<file path="src/rtl/uart_block_sender.sv">
// uart_block_sender: streams an optional header byte followed by a captured
// 128-bit block, MSB byte first, into a byte-wide UART transmit port using a
// strobe / wait-for-take / wait-for-idle handshake per byte.
module uart_block_sender #(
  parameter bit         HEADER_EN = 1'b1,
  parameter logic [7:0] HEADER    = 8'h41
) (
  input  logic         CLK,
  input  logic         RST,
  input  logic         START,
  input  logic [127:0] BLOCK_IN,
  input  logic         TX_IDLE,
  output logic [7:0]   TX_DATA,
  output logic         TX_ENABLE,
  output logic         BUSY,
  output logic         DONE
);

  typedef enum logic [1:0] {
    ST_IDLE      = 2'd0,
    ST_SEND      = 2'd1,
    ST_WAIT_ACK  = 2'd2,
    ST_WAIT_IDLE = 2'd3
  } state_t;

  // Index of the final byte: header occupies index 0 when enabled.
  localparam logic [4:0] LAST_IDX = HEADER_EN ? 5'd16 : 5'd15;

  state_t         state_q;
  logic [4:0]     cnt_q;
  logic [4:0]     cnt_d;
  logic [127:0]   shift_q;
  logic [127:0]   shift_d;
  logic [7:0]     tx_data_q;
  logic           tx_enable_q;
  logic           busy_q;
  logic           done_q;
  logic           hdr_slot_s;
  logic [7:0]     cur_byte_s;
  logic           last_s;

  // Select the byte for the current slot: header at index 0 (if enabled), else the top of the shift register.
  always_comb begin
    if (HEADER_EN && (cnt_q == 5'd0)) begin
      hdr_slot_s = 1'b1;
      cur_byte_s = HEADER;
    end else begin
      hdr_slot_s = 1'b0;
      cur_byte_s = shift_q[127:120];
    end
  end

  // Next counter / shift values and last-byte detection.
  always_comb begin
    cnt_d   = cnt_q + 5'd1;
    shift_d = {shift_q[119:0], 8'h00};
    last_s  = (cnt_q == LAST_IDX);
  end

  // Transfer FSM with all outputs registered; TX_ENABLE and DONE default low so they only pulse.
  always_ff @(posedge CLK) begin
    if (RST) begin
      state_q     <= ST_IDLE;
      cnt_q       <= 5'd0;
      shift_q     <= 128'd0;
      tx_data_q   <= 8'h00;
      tx_enable_q <= 1'b0;
      busy_q      <= 1'b0;
      done_q      <= 1'b0;
    end else begin
      tx_enable_q <= 1'b0;
      done_q      <= 1'b0;
      case (state_q)
        ST_IDLE: begin
          if (START) begin
            shift_q <= BLOCK_IN;
            cnt_q   <= 5'd0;
            busy_q  <= 1'b1;
            state_q <= ST_SEND;
          end
        end
        ST_SEND: begin
          if (TX_IDLE) begin
            tx_data_q   <= cur_byte_s;
            tx_enable_q <= 1'b1;
            state_q     <= ST_WAIT_ACK;
          end
        end
        ST_WAIT_ACK: begin
          // The uart dropping its idle flag means it has taken the byte.
          if (!TX_IDLE) begin
            state_q <= ST_WAIT_IDLE;
          end
        end
        ST_WAIT_IDLE: begin
          if (TX_IDLE) begin
            if (last_s) begin
              busy_q  <= 1'b0;
              done_q  <= 1'b1;
              state_q <= ST_IDLE;
            end else begin
              cnt_q <= cnt_d;
              // The header byte does not consume block data.
              if (!hdr_slot_s) begin
                shift_q <= shift_d;
              end
              state_q <= ST_SEND;
            end
          end
        end
        default: begin
          busy_q  <= 1'b0;
          state_q <= ST_IDLE;
        end
      endcase
    end
  end

  assign TX_DATA   = tx_data_q;
  assign TX_ENABLE = tx_enable_q;
  assign BUSY      = busy_q;
  assign DONE      = done_q;

endmodule

</file>
<file path="config.mk">
export PLATFORM = sky130hd
export DESIGN_NAME = uart_block_sender
export DESIGN_NICKNAME = d
export VERILOG_FILES = /design/src/rtl/uart_block_sender.sv
export SDC_FILE = /design/constraint.sdc
export NUM_CORES = 1
export LEC_CHECK = 0
export CAP_MARGIN = 10
export CORE_MARGIN = 4
export CORE_UTILIZATION = 43
export CTS_CLUSTER_SIZE = 12
export DETAILED_ROUTE_END_ITERATION = 12
export GPL_ROUTABILITY_DRIVEN = 0
export PLACE_DENSITY_LB_ADDON = 0.3
export SKIP_CTS_REPAIR_TIMING = 1
export SYNTH_ARGS = -nofsm -noshare
export SYNTH_HDL_FRONTEND = slang
export SYNTH_SLANG_ARGS = --single-unit
</file>
<file path="constraint.sdc">
create_clock -name CLK -period 1.9 [get_ports CLK]
set_clock_uncertainty 0.2 [all_clocks]
set_input_delay 0.285 -clock CLK [delete_from_list [all_inputs] [get_ports CLK]]
set_output_delay 0.285 -clock CLK [all_outputs]
set_load 0.005 [all_outputs]
</file>
Yosys cells after proc, flatten, opt, wreduce, memory -nomap -nowiden:

Cells that the tools add are included.

* add/subtract/negate cells: 1
* eq/ne operators: 11
* muxes and demuxes: 23
* bitwise operators: 3
* reduce and logical (&&, ||, !) cells: 10

Operators with widths (number)
* $mux W128: 4
* $pmux W128 S2: 1
* $mux W5: 3
* $ne A2 B2 Y1 const B: 7
* $reduce_and A4 Y1: 3
* $pmux W5 S2: 1
* $mux W2: 4
* $mux W8: 1
* $pmux W2 S4: 1
* $mux W1: 7
* $add A5 B1 Y5 const B: 1
* $eq A5 B5 Y1 const B: 1
* $logic_not A5 Y1: 1
* $reduce_and A5 Y1: 1
* $eq A2 B2 Y1 const B: 2
* $not A1 Y1: 3
* $reduce_or A3 Y1: 1
* $eq A2 B1 Y1 const B: 1
* $logic_not A2 Y1: 1
* $pmux W1 S2: 1
* $reduce_and A2 Y1: 1
* $reduce_bool A2 Y1: 1
* $reduce_or A2 Y1: 1

* flip-flop bits (word level): 146
* input port bits: 132

Depth between registers and ports, before layout:

Gate-level depths: netlist of run 1.

* word-level depth: 6
* gate-level depth with buffers: 8
* mapped depth without buffers: 6

Worst setup path after synthesis of run 1:

Ideal clock, no wire load.

* kind: register to register
* from: reg state_q[0]
* to: reg shift_q[40]
* setup time: 0.086 ns
* arrival: 1.728 ns
* slack: -0.114 ns
* stages on the path, launching flop included: 9
* path buffers: 2
* cells stage by stage: dfxtp_1 inv_1 ha_1 nor2b_1 a221oi_2 buf_4 buf_2 nor2_1 a211oi_1

* cells in the longest elaborated chain, start to end: 3

Ends and longest elaborated chain
* start: declaration: RTL line 29 `state_t state_q;`
* start signal: assignment: RTL line 63 `state_q <= ST_IDLE;`
* start signal: assignment: RTL line 79 `state_q <= ST_SEND;`
* start signal: assignment: RTL line 86 `state_q <= ST_WAIT_ACK;`
* $eq A2 B2 Y1 / $logic_not A2 Y1 (equally long branches): RTL line 73 `case (state_q)`
* $ne A2 B2 Y1 (no source line) / $reduce_bool A2 Y1 (equally long branches)
* $reduce_and A5 Y1 (no source line)
* end signal: assignment: RTL line 105 `shift_q <= shift_d;`
* end: declaration: RTL line 32 `logic [127:0] shift_q;`

Parallel ways exist; a longest one is shown, timed or not.
A chain may end at the register's enable or synchronous reset.

Final worst setup path of run 1:

* from: reg state_q[1]
* to: reg shift_q[62]

Same word-level chain as after synthesis.

==> impl_metrics.prom, run 1 <==
# TYPE chip_impl_metric gauge
chip_impl_metric{name="fp.coreArea",unit="µm²"} 14500
chip_impl_metric{name="power.net_switching",unit="mW"} 6.29
chip_impl_metric{name="cts-root-to-sink-buffers",unit=""} 2
chip_impl_metric{name="ctsHtreeMaxLevel",unit=""} 4
chip_impl_metric{name="drv.max_cap_violation_count",unit=""} 0
chip_impl_metric{name="drt_first_iter_violations",unit=""} 279
chip_impl_info{name="unrepaired_setup_endpoints_after_global_routing",value="true"} 1
chip_impl_metric{name="setup-violations-final",unit=""} 122
chip_impl_metric{name="crit_fanout",unit=""} 10
chip_impl_metric{name="layout_worst_path_cycle_share",unit=""} 1.11
chip_impl_info{name="grt-busiest-layer",value="met2"} 1
chip_impl_metric{name="die_height",unit="µm"} 130
chip_impl_metric{name="place_hpwl",unit="µm"} 11100
chip_impl_metric{name="wire_per_inst",unit="µm"} 17.8
chip_impl_metric{name="proportion_of_power_drawn_by_the_clock_network",unit=""} 0.187
chip_impl_metric{name="grt_max_degree",unit=""} 65
chip_impl_metric{name="layout_cells_sized_above_1",unit=""} 0.270
chip_impl_info{name="type_of_the_most_critical_hold_path",value="input port to register"} 1
chip_impl_info{name="cts.root.buffer_cell",value="sky130_fd_sc_hd__clkbuf_16"} 1
chip_impl_metric{name="power.share.switching",unit=""} 0.363
chip_impl_metric{name="ys.warnings.count",unit=""} 0
chip_impl_metric{name="r2r_setup_slack",unit="ns"} -0.20
chip_impl_metric{name="global_route.usage.met2",unit=""} 0.305
chip_impl_metric{name="drt-vias-per-instance",unit=""} 5.44
chip_impl_info{name="synthTopCellsByArea",value="sky130_fd_sc_hd__dfxtp_1, sky130_fd_sc_hd__mux2i_1, sky130_fd_sc_hd__a211oi_1, sky130_fd_sc_hd__nor2_1, sky130_fd_sc_hd__a22oi_1"} 1
chip_impl_info{name="critical_path.endpoint_type",value="register"} 1
chip_impl_metric{name="syn_avg_cell_area",unit="µm²"} 9.62
chip_impl_metric{name="die-area",unit="µm²"} 16800
chip_impl_metric{name="synth_top_cell_area_share",unit=""} 0.460
chip_impl_metric{name="total_vias_in_the_final_route",unit=""} 5595
chip_impl_metric{name="clkLatencyLatePin",unit="ns"} 0.42
chip_impl_metric{name="io_buf_count",unit=""} 142
chip_impl_metric{name="first_pass_iters",unit=""} 4
chip_impl_metric{name="power.combinational.fraction",unit=""} 0.499
chip_impl_metric{name="met1_usage",unit=""} 0.243
chip_impl_metric{name="worst_ep_arrival_time",unit="ns"} 2.22
chip_impl_metric{name="final_hold_viol_count",unit=""} 0
chip_impl_metric{name="area_growth_syn_to_layout",unit="%"} 56.0
chip_impl_metric{name="finalWirelength",unit="µm"} 18300
chip_impl_metric{name="initial_antenna_violation_count",unit=""} 0
chip_impl_metric{name="std_cell_rows",unit=""} 44
chip_impl_metric{name="synthArstFlopShare",unit=""} 0
chip_impl_metric{name="clock_sinks",unit=""} 146
chip_impl_metric{name="clkTransAtPathRegs",unit="ns"} 0.06
chip_impl_info{name="yosysTopAreaCell",value="sky130_fd_sc_hd__dfxtp_1"} 1
chip_impl_metric{name="fp.dieW",unit="µm"} 130
chip_impl_metric{name="pre_cts_ws",unit="ns"} -0.383
chip_impl_info{name="ys_top_cells_by_count",value="sky130_fd_sc_hd__dfxtp_1, sky130_fd_sc_hd__nor2_1, sky130_fd_sc_hd__mux2i_1"} 1
chip_impl_metric{name="synth_nets",unit=""} 798
chip_impl_metric{name="worst-slew-pin-transition",unit="ns"} 0.452
chip_impl_metric{name="synth-seq-cells",unit=""} 146
chip_impl_metric{name="power_density",unit="nW/µm²"} 1750
chip_impl_metric{name="cell_internal_pwr",unit="mW"} 11.0
chip_impl_metric{name="met3_usage",unit=""} 0.0511
chip_impl_info{name="dominant_cell_by_count_in_the_synthesized_netlist",value="sky130_fd_sc_hd__dfxtp_1"} 1
chip_impl_metric{name="ir_drop",unit="mV"} 0.803
chip_impl_metric{name="drc",unit=""} 0
chip_impl_metric{name="crit_required",unit="ns"} 2.02
chip_impl_metric{name="synth.distinct_cells",unit=""} 32
chip_impl_metric{name="area_of_combinational_cells_with_multiple_inputs",unit="µm²"} 3750
chip_impl_metric{name="synth-edff-count",unit=""} 0
chip_impl_metric{name="maxClockFrequency",unit="MHz"} 475
chip_impl_metric{name="final_worst_setup_slack",unit="ns"} -0.204
chip_impl_info{name="outcome",value="finished, violations left"} 1
chip_impl_metric{name="leakagePower",unit="nW"} 3.47
chip_impl_info{name="synth-main-ff-cell",value="sky130_fd_sc_hd__dfxtp_1"} 1
chip_impl_metric{name="sequential_power_share",unit=""} 0.313
chip_impl_metric{name="period_needed",unit="ns"} 2.10
chip_impl_metric{name="antenna_left",unit=""} 0
chip_impl_info{name="cts_tree",value="done"} 1
chip_impl_metric{name="synth_cells",unit=""} 660
chip_impl_metric{name="grt-ovfl-total",unit=""} 0
chip_impl_info{name="failed_checks",value="setup timing"} 1
chip_impl_metric{name="seq_area",unit="µm²"} 2930
chip_impl_metric{name="mappedNetlistArea",unit="µm²"} 6350
chip_impl_metric{name="initial_utilization",unit=""} 0.439
chip_impl_metric{name="final_max_slew_viol_count",unit=""} 0
chip_impl_metric{name="relSlewSlack",unit=""} 0.698
chip_impl_metric{name="first_global_vias",unit=""} 5264
chip_impl_metric{name="first_pass_grt_wire_length",unit="µm"} 25400
chip_impl_metric{name="numPlacedInstances",unit=""} 966
chip_impl_metric{name="cts-buffers-inserted",unit=""} 17
chip_impl_metric{name="all_layer_global_routing_usage",unit=""} 0.189
chip_impl_metric{name="instances_no_fill",unit=""} 1029
chip_impl_metric{name="antenna-diode-count",unit=""} 0
chip_impl_metric{name="ios",unit=""} 143
chip_impl_metric{name="synth_seq_area_share",unit=""} 0.460
chip_impl_info{name="cp-start-kind",value="register"} 1
chip_impl_metric{name="finalNetCount",unit=""} 971
chip_impl_metric{name="fillCellCount",unit=""} 1079
chip_impl_metric{name="final.hold.worst_slack",unit="ns"} 0.0838
chip_impl_info{name="path_class",value="register to register"} 1
==> sequential cells by signal, summed over array words and instances (netlist names) <==
register	cells
shift_q	128
TX_DATA	8
cnt_q	5
state_q	2
BUSY	1
DONE	1
TX_ENABLE	1
==> routing by layer <==
layer	part of all wire	routed length [µm]
met2	0.50	9150
met1	0.44	8090
met3	0.048	870
met5	0	0
met4	0.011	201
==> placed cells by master, fill, tap and decap left out, types with 11 or more instances in the layout <==
master / synthesis / final
sky130_fd_sc_hd__clkdlybuf4s50_1: 0 / 141
sky130_fd_sc_hd__a211oi_2: 0 / 65
sky130_fd_sc_hd__dfxtp_1: 146 / 142
sky130_fd_sc_hd__nor2_1: 145 / 115
sky130_fd_sc_hd__nor2_2: 0 / 23
sky130_fd_sc_hd__clkbuf_16: 0 / 30
sky130_fd_sc_hd__a22oi_2: 0 / 11
sky130_fd_sc_hd__buf_4: 10 / 33
sky130_fd_sc_hd__mux2i_1: 124 / 124
sky130_fd_sc_hd__a211oi_1: 121 / 56
==> metrics by stage <==
stage	total power, mW	utilization	TNS [ns]	area, µm²
2_1_floorplan	8.94	-	0	6410
3_3_place_gp	10.2	0.563	-32.63	8150
3_5_place_dp	10.5	0.563	-39.00	8150
4_1_cts	13.8	0.602	-24.83	8720
5_1_grt	18.3	0.685	-17.83	9910
6_report	17.3	0.685	-10.32	9910
==> power by group through the flow <==
stage / clock network (mW) / logic, mW / registers [mW]
after floorplan: 0 / 3.89 / 5.05
after global placement: 0 / 4.93 / 5.27
after detailed placement: 0 / 5.16 / 5.32
after CTS: 3.29 / 5.18 / 5.28
after global routing: 3.44 / 9.30 / 5.57
final: 3.24 / 8.64 / 5.42
==> worst max-delay path, cell delays in order (launching register included) <==
cell,delay [ns]
sky130_fd_sc_hd__dfxtp_4,0.36
sky130_fd_sc_hd__ha_4,0.18
sky130_fd_sc_hd__buf_4,0.18
sky130_fd_sc_hd__a221oi_4,0.29
sky130_fd_sc_hd__buf_12,0.18
sky130_fd_sc_hd__buf_16,0.15
sky130_fd_sc_hd__clkbuf_16,0.16
sky130_fd_sc_hd__nor2_1,0.04
sky130_fd_sc_hd__a211oi_1,0.26
==> cells by family after synthesis <==
family / Yosys count / synth area share
AND/OR/NAND/NOR: 170 / 0.109
multiplexers: 124 / 0.195
flip-flops: 146 / 0.460
AO/OA/AOI/OAI: 151 / 0.176
buffers and inverters: 63 / 0.0473
adder cells (fa/ha/maj): 6 / 0.0118
==> final cells by class <==
cell class | instances | share of cell area
multi-input cells | 452 | 0.378
well taps | 184 | 0.0232
clock inverters | 10 | 0.0111
clock buffers | 21 | 0.0465
inverters | 5 | 0.00189
flip-flops and latches | 146 | 0.296
repair buffers | 211 | 0.243
==> worst paths after layout <==
check	from	depth (start not counted)	to
setup reg to reg	state_q[1]$_SDFFE_PP0P_	8	shift_q[62]$_SDFFE_PP0P_
setup / recovery	state_q[1]$_SDFFE_PP0P_	8	shift_q[62]$_SDFFE_PP0P_
hold / removal	RST	2	shift_q[3]$_SDFFE_PP0P_
hold reg to reg	shift_q[73]$_SDFFE_PP0P_	2	shift_q[73]$_SDFFE_PP0P_
No activity file was read; power rests on OpenSTA's default activity.
==> run 2, diff against run 1 <==
--- a/config.mk
+++ b/config.mk
@@ -11,8 +11,10 @@
 export CTS_CLUSTER_SIZE = 12
 export DETAILED_ROUTE_END_ITERATION = 12
 export GPL_ROUTABILITY_DRIVEN = 0
+export GPL_TIMING_DRIVEN = 0
 export PLACE_DENSITY_LB_ADDON = 0.3
 export SKIP_CTS_REPAIR_TIMING = 1
+export SLEW_MARGIN = 0
 export SYNTH_ARGS = -nofsm -noshare
 export SYNTH_HDL_FRONTEND = slang
 export SYNTH_SLANG_ARGS = --single-unit
==> impl_metrics.prom, run 2 (synthesis results as in run 1) <==
# TYPE chip_impl_metric gauge
chip_impl_info{name="critical_path.endpoint_type",value="register"} 1
chip_impl_info{name="failed_checks",value="setup timing"} 1
chip_impl_metric{name="place_hpwl",unit="µm"} 12100
chip_impl_metric{name="clkTransAtPathRegs",unit="ns"} 0.06
chip_impl_metric{name="worst-slew-pin-transition",unit="ns"} 0.702
chip_impl_metric{name="area_growth_syn_to_layout",unit="%"} 45.9
chip_impl_metric{name="antenna-diode-count",unit=""} 0
chip_impl_metric{name="first_pass_grt_wire_length",unit="µm"} 26200
chip_impl_info{name="commonest_cells_after_routing_fill_and_taps_aside",value="sky130_fd_sc_hd__nor2_1, sky130_fd_sc_hd__dfxtp_1, sky130_fd_sc_hd__clkdlybuf4s50_1"} 1
chip_impl_metric{name="maxClockFrequency",unit="MHz"} 492
chip_impl_metric{name="clock_sinks",unit=""} 146
chip_impl_info{name="cp-start-kind",value="register"} 1
chip_impl_metric{name="die_height",unit="µm"} 130
chip_impl_metric{name="initial_antenna_violation_count",unit=""} 0
chip_impl_metric{name="clkLatencyLatePin",unit="ns"} 0.42
chip_impl_metric{name="worst_ep_arrival_time",unit="ns"} 2.11
chip_impl_metric{name="pre_cts_ws",unit="ns"} -0.637
chip_impl_info{name="path_class",value="register to register"} 1
chip_impl_info{name="cts_tree",value="done"} 1
chip_impl_metric{name="total_vias_in_the_final_route",unit=""} 5543
chip_impl_metric{name="ir_drop",unit="mV"} 0.813
chip_impl_metric{name="grt_max_degree",unit=""} 17
chip_impl_info{name="top_register",value="shift_q"} 1
chip_impl_metric{name="finalNetCount",unit=""} 967
chip_impl_metric{name="period_needed",unit="ns"} 2.03
chip_impl_metric{name="fp.dieW",unit="µm"} 130
chip_impl_metric{name="first_global_vias",unit=""} 5568
chip_impl_metric{name="drv.max_cap_violation_count",unit=""} 0
chip_impl_metric{name="cts-buffers-inserted",unit=""} 17
chip_impl_metric{name="cts-root-to-sink-buffers",unit=""} 2
chip_impl_metric{name="ios",unit=""} 143
chip_impl_metric{name="first_pass_iters",unit=""} 4
chip_impl_metric{name="wire_per_inst",unit="µm"} 16.8
chip_impl_metric{name="power_density",unit="nW/µm²"} 1670
chip_impl_info{name="cts.root.buffer_cell",value="sky130_fd_sc_hd__clkbuf_16"} 1
chip_impl_metric{name="initial_utilization",unit=""} 0.439
chip_impl_metric{name="die-area",unit="µm²"} 16800
chip_impl_metric{name="drt_first_iter_violations",unit=""} 291
chip_impl_metric{name="grt-ovfl-total",unit=""} 0
chip_impl_metric{name="fillCellCount",unit=""} 1128
chip_impl_metric{name="final_hold_viol_count",unit=""} 0
chip_impl_metric{name="antenna_left",unit=""} 0
chip_impl_metric{name="area_of_combinational_cells_with_multiple_inputs",unit="µm²"} 3410
chip_impl_metric{name="drt-vias-per-instance",unit=""} 5.40
chip_impl_metric{name="largest_register_ff_count",unit=""} 128
chip_impl_metric{name="final_max_slew_viol_count",unit=""} 0
chip_impl_metric{name="final_util",unit=""} 0.640
chip_impl_info{name="unrepaired_setup_endpoints_after_global_routing",value="true"} 1
chip_impl_metric{name="all_layer_global_routing_usage",unit=""} 0.195
chip_impl_metric{name="drc",unit=""} 0
chip_impl_info{name="outcome",value="finished, violations left"} 1
chip_impl_metric{name="layout_cells_sized_above_1",unit=""} 0.158
chip_impl_metric{name="timing.setup.tns",unit="ns"} -13.22
chip_impl_metric{name="io_buf_count",unit=""} 142
chip_impl_metric{name="fp.coreArea",unit="µm²"} 14500
chip_impl_metric{name="setup-violations-final",unit=""} 123
chip_impl_metric{name="crit_required",unit="ns"} 1.97
chip_impl_metric{name="leakagePower",unit="nW"} 3.27
chip_impl_metric{name="finalWirelength",unit="µm"} 17300
chip_impl_metric{name="ctsHtreeMaxLevel",unit=""} 4
chip_impl_metric{name="layout_worst_path_cycle_share",unit=""} 1.07
chip_impl_info{name="layout.cells.most_common",value="sky130_fd_sc_hd__nor2_1"} 1
chip_impl_metric{name="crit_fanout",unit=""} 10
chip_impl_info{name="type_of_the_most_critical_hold_path",value="register to register"} 1
chip_impl_metric{name="relSlewSlack",unit=""} 0.532
chip_impl_metric{name="seq_area",unit="µm²"} 2930
chip_impl_metric{name="std_cell_rows",unit=""} 44
chip_impl_metric{name="final_worst_setup_slack",unit="ns"} -0.134
==> run 2: changes by cell type in the layout (fill, tap and decap cells not counted), sizes merged <==
cell           before  now
buf                57   43
clkbuf             34   46
clkinvlp            4    2
a221o               2    1
bufinv              2    3
clkdlybuf4s50     141  142
==> run 2: final cells by class <==
cell class / count / share of cell area
multi-input cells: 451 / 0.368
flip-flops and latches: 146 / 0.316
repair buffers: 152 / 0.168
clock buffers: 23 / 0.0548
plain buffers: 56 / 0.0528
well taps: 184 / 0.0248
clock inverters: 9 / 0.0135
inverters: 5 / 0.00202
==> run 2: metal layers <==
metal | part of all wire | wire length [µm] | global-route usage
met3 | 0.049 | 842 | 0.0602
met1 | 0.44 | 7630 | 0.243
met2 | 0.50 | 8570 | 0.326
met5 | 0 | 0 | 0
met4 | 0.014 | 238 | 0.0617
==> run 2: report_power, final <==
group | switching (mW) | total (mW) | internal, mW
combinational | 3.40 | 6.69 | 3.29
sequential | 0.818 | 5.31 | 4.49
clock | 1.26 | 3.52 | 2.27
==> run 2: critical path: stages (launching register included) <==
cell and delay (ns):
sky130_fd_sc_hd__dfxtp_4 0.36, sky130_fd_sc_hd__inv_2 0.10, sky130_fd_sc_hd__ha_4 0.18, sky130_fd_sc_hd__nand2b_4 0.08, sky130_fd_sc_hd__a221oi_4 0.37, sky130_fd_sc_hd__buf_6 0.22
sky130_fd_sc_hd__buf_12 0.16, sky130_fd_sc_hd__buf_8 0.14, sky130_fd_sc_hd__a211oi_1 0.07
==> run 2: path summary, 6_finish.rpt <==
path                                                from  cells past startpoint                        to  slack [ns]
worst min register to register  shift_q[83]$_SDFFE_PP0P_                      2  shift_q[83]$_SDFFE_PP0P_        0.29
worst min-delay path            shift_q[83]$_SDFFE_PP0P_                      2  shift_q[83]$_SDFFE_PP0P_        0.29
worst max register to register   state_q[0]$_SDFFE_PP0P_                      8  shift_q[10]$_SDFFE_PP0P_       -0.13
worst max-delay path             state_q[0]$_SDFFE_PP0P_                      8  shift_q[10]$_SDFFE_PP0P_       -0.13
==> run 2: per-stage QoR <==
stage	power, mW	cells	hold slack [ns]	cell area, µm²
floorplan	8.94	660	0.233	6410
global placement	10.2	986	0.276	8060
detailed placement	10.4	986	0.291	8060
CTS	14.0	1018	0.290	8690
global route	16.5	1026	0.311	9270
finish	15.5	1026	0.295	9270
